## src/rtl/spi_regs_mc.sv

```systemverilog
// Picoblaze port-bus register file for the SPI master: control, chip selects, burst counter, IRQ.
// Optional macro SPI_REGS_AUTO_CS_EN: auto-deselect all chip selects when the burst counter hits zero.
module spi_regs_mc #(
    parameter logic [7:0] BASE_ADDRESS = 8'h00,
    parameter int         NUM_CS       = 4
) (
    input  logic              clk,
    input  logic              reset,
    input  logic [7:0]        port_id,
    input  logic [7:0]        data_in,
    output logic [7:0]        data_out,
    input  logic              read_strobe,
    input  logic              write_strobe,
    input  logic [7:0]        rfdout,
    input  logic [7:0]        spsr,
    output logic              wfwe,
    output logic              rfre,
    output logic              wr_spsr,
    output logic              clear_spif,
    output logic              clear_wcol,
    output logic [7:0]        wfdin,
    output logic [NUM_CS-1:0] ncs_o,
    output logic [7:0]        spcr,
    output logic [7:0]        sper,
    output logic              irq
);
    localparam logic [2:0] OFF_SPCR = 3'd0;
    localparam logic [2:0] OFF_SPSR = 3'd1;
    localparam logic [2:0] OFF_SPDR = 3'd2;
    localparam logic [2:0] OFF_SPER = 3'd3;
    localparam logic [2:0] OFF_CSR  = 3'd4;
    localparam logic [2:0] OFF_IER  = 3'd5;
    localparam logic [2:0] OFF_ISR  = 3'd6;
    localparam logic [2:0] OFF_BCNT = 3'd7;

    logic [7:0]        offset;
    logic              hit;
    logic [2:0]        sel;
    logic              wr_en;
    logic              spif_prev;
    logic              spif_rise;
    logic              bcnt_wr;
    logic              burst_done;
    logic [1:0]        ier;
    logic [1:0]        isr;
    logic [1:0]        isr_next;
    logic [7:0]        bcnt;
    logic [7:0]        bcnt_next;
    logic [NUM_CS-1:0] ncs_next;
    logic [7:0]        csr_rd;
    logic [7:0]        rd_mux;

    // Subtraction keeps decode correct for any BASE_ADDRESS, aligned or not.
    assign offset = port_id - BASE_ADDRESS;
    assign hit    = (offset[7:3] == 5'd0);
    assign sel    = offset[2:0];
    assign wr_en  = write_strobe & hit;

    assign spif_rise = spsr[7] & ~spif_prev;
    assign bcnt_wr   = wr_en && (sel == OFF_BCNT);
    // A BCNT write overrides the decrement, so no 1->0 transition happens that cycle.
    assign burst_done = spif_rise && (bcnt == 8'd1) && !bcnt_wr;

    always_comb begin
        bcnt_next = bcnt;
        if (bcnt_wr)
            bcnt_next = data_in;
        else if (spif_rise && (bcnt != 8'd0))
            bcnt_next = bcnt - 8'd1;
    end

    always_comb begin
        isr_next = isr;
        if (wr_en && (sel == OFF_ISR))
            isr_next = isr & ~data_in[1:0];
        isr_next = isr_next | {burst_done, spif_rise};
    end

    always_comb begin
        ncs_next = ncs_o;
        if (wr_en && (sel == OFF_CSR))
            ncs_next = data_in[NUM_CS-1:0];
`ifdef SPI_REGS_AUTO_CS_EN
        if (burst_done)
            ncs_next = '1;
`endif
    end

    always_comb begin
        csr_rd = '0;
        csr_rd[NUM_CS-1:0] = ncs_o;
    end

    always_comb begin
        rd_mux = 8'h00;
        if (hit) begin
            case (sel)
                OFF_SPCR: rd_mux = spcr;
                OFF_SPSR: rd_mux = spsr;
                OFF_SPDR: rd_mux = rfdout;
                OFF_SPER: rd_mux = sper;
                OFF_CSR:  rd_mux = csr_rd;
                OFF_IER:  rd_mux = {6'b0, ier};
                OFF_ISR:  rd_mux = {6'b0, isr};
                default:  rd_mux = bcnt;
            endcase
        end
    end

    always_ff @(posedge clk) begin
        if (reset) begin
            spcr       <= 8'h00;
            sper       <= 8'h00;
            wfdin      <= 8'h00;
            data_out   <= 8'h00;
            wfwe       <= 1'b0;
            rfre       <= 1'b0;
            wr_spsr    <= 1'b0;
            clear_spif <= 1'b0;
            clear_wcol <= 1'b0;
            ncs_o      <= '1;
            ier        <= 2'b00;
            isr        <= 2'b00;
            bcnt       <= 8'h00;
            irq        <= 1'b0;
            spif_prev  <= 1'b0;
        end else begin
            data_out   <= rd_mux;
            wfwe       <= wr_en && (sel == OFF_SPDR);
            rfre       <= read_strobe && hit && (sel == OFF_SPDR);
            wr_spsr    <= wr_en && (sel == OFF_SPSR);
            clear_spif <= wr_en && (sel == OFF_SPSR) && data_in[7];
            clear_wcol <= wr_en && (sel == OFF_SPSR) && data_in[6];
            if (wr_en && (sel == OFF_SPCR)) spcr  <= data_in;
            if (wr_en && (sel == OFF_SPER)) sper  <= data_in;
            if (wr_en && (sel == OFF_SPDR)) wfdin <= data_in;
            if (wr_en && (sel == OFF_IER))  ier   <= data_in[1:0];
            ncs_o     <= ncs_next;
            isr       <= isr_next;
            bcnt      <= bcnt_next;
            irq       <= |(isr & ier);
            spif_prev <= spsr[7];
        end
    end
endmodule

```

## config.mk

```make
export PLATFORM = sky130hd
export DESIGN_NAME = spi_regs_mc
export DESIGN_NICKNAME = d
export VERILOG_FILES = /design/src/rtl/spi_regs_mc.sv
export SDC_FILE = /design/constraint.sdc
export NUM_CORES = 1
export LEC_CHECK = 0
export CORE_ASPECT_RATIO = 0.5
export CORE_UTILIZATION = 45
export CTS_CLUSTER_DIAMETER = 60
export DETAILED_ROUTE_END_ITERATION = 10
export DONT_BUFFER_PORTS = 1
export PLACE_DENSITY = 0.68
export SLEW_MARGIN = 20
export SYNTH_ARGS = -nofsm -noshare
export SYNTH_HDL_FRONTEND = slang
export SYNTH_SLANG_ARGS = --single-unit
```

## constraint.sdc

```tcl
create_clock -name clk -period 3.4 [get_ports clk]
set_input_delay 0.68 -clock clk [delete_from_list [all_inputs] [get_ports clk]]
set_output_delay 0.68 -clock clk [all_outputs]
set_load 0.02 [all_outputs]
```

**After elaboration in Yosys (flattened, before gate mapping)**

Cells that the tools add are included.

- Bits in registers: 55
- Logic and storage cells: 58

- Add/subtract/negate cells: 1
- Equality and inequality tests: 8
- Multiplexer cells: 4
- Bitwise logic cells: 8
- Reductions and logical operators: 22

Operators by type and width:

| kind | count |
|---|---|
| case mux 8 bit (7 select lines) | 1 |
| two-way mux 8 bit | 2 |
| logical AND 1 bit | 15 |
| == test 3 bit, second input constant | 4 |
| == test 8 x 1 -> 1 bit, second input constant | 1 |
| nonzero test 8 bit | 1 |
| subtractor 8 x 1 -> 8 bit, second input constant | 1 |
| == test 3 x 2 -> 1 bit, second input constant | 2 |
| zero test 5 bit | 1 |
| AND 2 bit | 2 |
| OR reduction 2 bit | 2 |
| == test 3 x 1 -> 1 bit, second input constant | 1 |
| zero test 3 bit | 1 |
| AND 1 bit | 2 |
| two-way mux 2 bit | 1 |
| NOT 1 bit | 2 |
| NOT 2 bit | 1 |
| bitwise OR 2 bit | 1 |
| nonzero test 2 bit | 1 |
| zero test 1 bit | 1 |

**Longest topological paths before layout**

- Word-level depth: 6
- Mapped depth: 6
- Depth with buffers taken out: 6

**Least setup slack after synthesis**

OpenSTA, ideal clock, no wires.

- Kind: input-to-reg
- Start point: input port_id[3]
- End point: register wfwe
- Arrival: 1.960 ns
- Required time: 3.340 ns
- Path slack: 1.380 ns
- Stages on the path: 5
- Path buffers: 1
- Cell sequence: or4_4 or3_1 buf_6 nor3b_2 and2_1

- Longest elaborated chain between the ends: 3

Ends and longest elaborated chain:

| element | RTL line | source |
|---|---|---|
| from (decl) | 9 | `input logic [7:0] port_id,` |
| zero test 5 bit | 55 | `assign hit = (offset[7:3] == 5'd0);` |
| AND 1 bit | 57 | `assign wr_en = write_strobe & hit;` |
| logical AND 1 bit | 129 | `wfwe <= wr_en && (sel == OFF_SPDR);` |
| to (signal assigned) | 129 |  |
| to (decl) | 16 | `output logic wfwe,` |

Every way passes these cells.
A chain may end at the register's enable or synchronous reset.

**Worst setup path after layout**

- Start point: register bcnt[0]
- End point: register bcnt[4]

- Longest elaborated chain between the ends: 3

Ends and longest elaborated chain:

| element | RTL line | source |
|---|---|---|
| from (decl) | 47 | `logic [7:0] bcnt;` |
| from (signal assigned) | 140 | `bcnt <= bcnt_next;` |
| subtractor 8 x 1 -> 8 bit / nonzero test 8 bit (equally long branches) | 69, 68 |  |
| two-way mux 8 bit / logical AND 1 bit (equally long branches) | 68 | `else if (spif_rise && (bcnt != 8'd0))` |
| two-way mux 8 bit / nonzero test 2 bit (equally long branches) | -- |  |

Parallel ways exist; a longest one is shown, timed or not. The select of a mux whose other input is x is not followed.

==> results.toml <==
[status]
status = "finished clean"

[pwr]
total_power_mw = 1.35
p_leak_nw = 1.12
p_comb_frac = 0.186
p_per_area_nw_per_um2 = 511
ir_drop_mv = 0.195
p_sw_frac = 0.281
internal_power_mw = 0.972
power.share.clock = 0.276
power.share.sequential = 0.537
p_switching_mw = 0.379

[timing]
slew_headroom = 0.616
finClkSkew_ns = 0.00912
period_needed_ns = 1.96
hold_viol_final = 0
slew_violations = 0
fin_crit_sh = 0.576
tightest_slew_ns = 0.574
rsz0062_at_grt = "false"
setup_viol = 0
timing.fmax_mhz = 511
setup_tns_ns = 0

[synthesis]
synth_area_per_cell_um2 = 10.3
synth_top_area_cell = "dfxtp_1"
ys_seq_area_frac = 0.436
synth-xor-area-share = 0.0139
synth-seq-cells = 55
synth_warnings = 0
syn_nets = 285
synthCells = 246
ys.flop_type = "dfxtp_1"
synth_top_area_share = 0.436
synth_cell_types = 42
ys_top_cells_by_area = "dfxtp_1 (44%), mux2i_1 (12%), mux4_2 (8.9%)"
synthArstFlopShare = 0
yosys-mux-area-fraction = 0.204
synth_edf_count = 0
synth_compound_area_frac = 0.0828
yosys-top-cells-count = "dfxtp_1 (55), nor2_1 (48), mux2i_1 (29), mux4_2 (10)"
syn_area_um2 = 2520
yosys.area_share.simple = 0.213
synth_top_family_by_area = "simple AND/OR/NAND/NOR gates"
yosysMostFrequentCell = "dfxtp_1"
synth_fa_ha_area_frac = 0.0149

[clocking]
h-tree-depth = 2
clock_path_buffers = 2
cts.sinks = 55
cts_buffers = 5
cts_tree = "done"
insertion_delay_ns = 0.30
postCtsSetupRepairBufs = 0
clk_pin_slew_worst_paths_ns = 0.10
cts_resized = 0
ctsHoldBuffers = 0
clk_root_buffer_cell = "clkbuf_8"

[detailed_routing]
drc = 0
routed_via_density = 5.85
antenna_left = 0
drt_iter0_markers = 161
wirelength_um = 5970
via_count = 1820
wire_per_inst_um = 19.2
dr.pass1.iters = 4

[setup_path]
timing.rr.start = "bcnt[0]"
worstReg2RegEnd = "bcnt[4]"
r2r_cells = 6
required_ns = 3.61
crit_fanout = 5
crit_path_start_kind = "flip-flop"
end_kind = "flip-flop"
critPathKind = "flip-flop to flip-flop"
cp.arrival_ns = 2.17
rrSetupSlack_ns = 1.44
crit_path_end = "bcnt[4]"
crit_start = "bcnt[0]"

[floorplan]
ios = 78
die_y_um = 55.0
core_area_um2 = 5160
fp-row-count = 18
initial_core_util = 0.489
fp.dieW_um = 108
die_area_um2 = 5930

[layout]
fin_nets = 279
antennaDiodeCount = 0
drive_above_1_share = 0.104
fillers = 469
multiInputGateArea_um2 = 1330
area.sequential_um2 = 1100
syn_to_final_growth_pct = 4.76

[placement]
dp.final_hpwl_um = 4430
port_buffers = 0
place.gp.congestion = 0.844

[global_routing]
antenna_found_initial = 1
grt_pass1_wl_um = 8360
grt_max_degree = 46
gr-total-overflow = 0
grt_usage = 0.198
grt_pass1_vias = 1539

[hold_path]
hp-class = "input port to flip-flop"

[flow_run]
max_cap_viol_count = 0
==> sequential cells by signal, summed over array words and instances (netlist names), 2 cells and up <==
name	cells
bcnt	8
ncs_o	4
wfdin	8
isr	2
ier	2
sper	8
data_out	8
spcr	8
==> per-layer routing <==
metal / part of all wire / vias up / global-route usage
met1: 0.48 / 866 / 0.283
met5: 0 / - / 0
met3: 0.10 / 2 / 0.0726
li1: - / 871 / -
met4: 0.0045 / 0 / 0.0411
met2: 0.42 / 81 / 0.282
==> power by group through the flow <==
stage | Sequential, mW | Combinational, mW | Clock [mW]
6_report | 0.726 | 0.252 | 0.373
5_1_grt | 0.734 | 0.275 | 0.409
4_1_cts | 0.725 | 0.249 | 0.382
3_5_place_dp | 0.739 | 0.247 | 0
3_3_place_gp | 0.738 | 0.241 | 0
2_1_floorplan | 0.726 | 0.226 | 0
==> final cells by class <==
cell class | count | share of cell area
Sequential cell | 55 | 0.416
Multi-Input combinational cell | 171 | 0.504
Tap cell | 70 | 0.0331
Clock buffer | 7 | 0.0327
Inverter | 7 | 0.00994
Clock inverter | 1 | 0.00331
==> stage by stage <==
stage          instances  cell area [um2]  setup slack, ns  hold slack (ns)  utilization
2_1_floorplan        246             2520             1.38            0.464            -
3_3_place_gp         303             2550             1.24            0.486        0.494
5_1_grt              311             2640             1.30            0.429        0.513
4_1_cts              311             2640             1.47            0.431        0.513
3_5_place_dp         303             2550             1.16            0.502        0.494
6_report             311             2640             1.44            0.437        0.513
==> cells by family after synthesis <==
| kind of cell | Yosys count |
|---|---|
| multiplexers | 39 |
| adder cells (fa/ha/maj) | 3 |
| AO/OA/AOI/OAI | 30 |
| AND/OR/NAND/NOR | 95 |
| flip-flops | 55 |
| XOR/XNOR | 4 |
| buffers and inverters | 20 |
==> layout by cell type (no fill, tap or decap), types with 3 or more instances in the layout <==
cell / instances
mux4_2: 10
and2_1: 6
a21oi_1: 8
nand4_2: 3
a22oi_1: 3
nand3_1: 8
dfxtp_1: 55
inv_1: 7
xnor2_1: 4
nand3b_1: 3
mux2i_1: 29
clkbuf_8: 6
nand2b_1: 5
a211oi_1: 6
o21ai_0: 3
a211o_1: 5
nor2_1: 48
ha_1: 3
==> worst max-delay path: stages, from the launching register on <==
cell and delay [ns]:
dfxtp_1 0.38, inv_1 0.10, ha_1 0.18, nor3b_1 0.49
a21oi_1 0.23, a21o_1 0.22, a311oi_1 0.27
==> how the worst min path moves through the flow <==
stage                     startpoint       to  slack, ns  depth (start not counted)
after floorplan               isr[0]   isr[0]       0.46                          2
after global routing           reset  bcnt[6]       0.43                          1
after global placement        isr[1]   isr[1]       0.49                          2
final                          reset  bcnt[7]       0.44                          1
after detailed placement      isr[1]   isr[1]       0.50                          2
after CTS                      reset  bcnt[7]       0.43                          1
No activity file was read; power rests on OpenSTA's default activity.
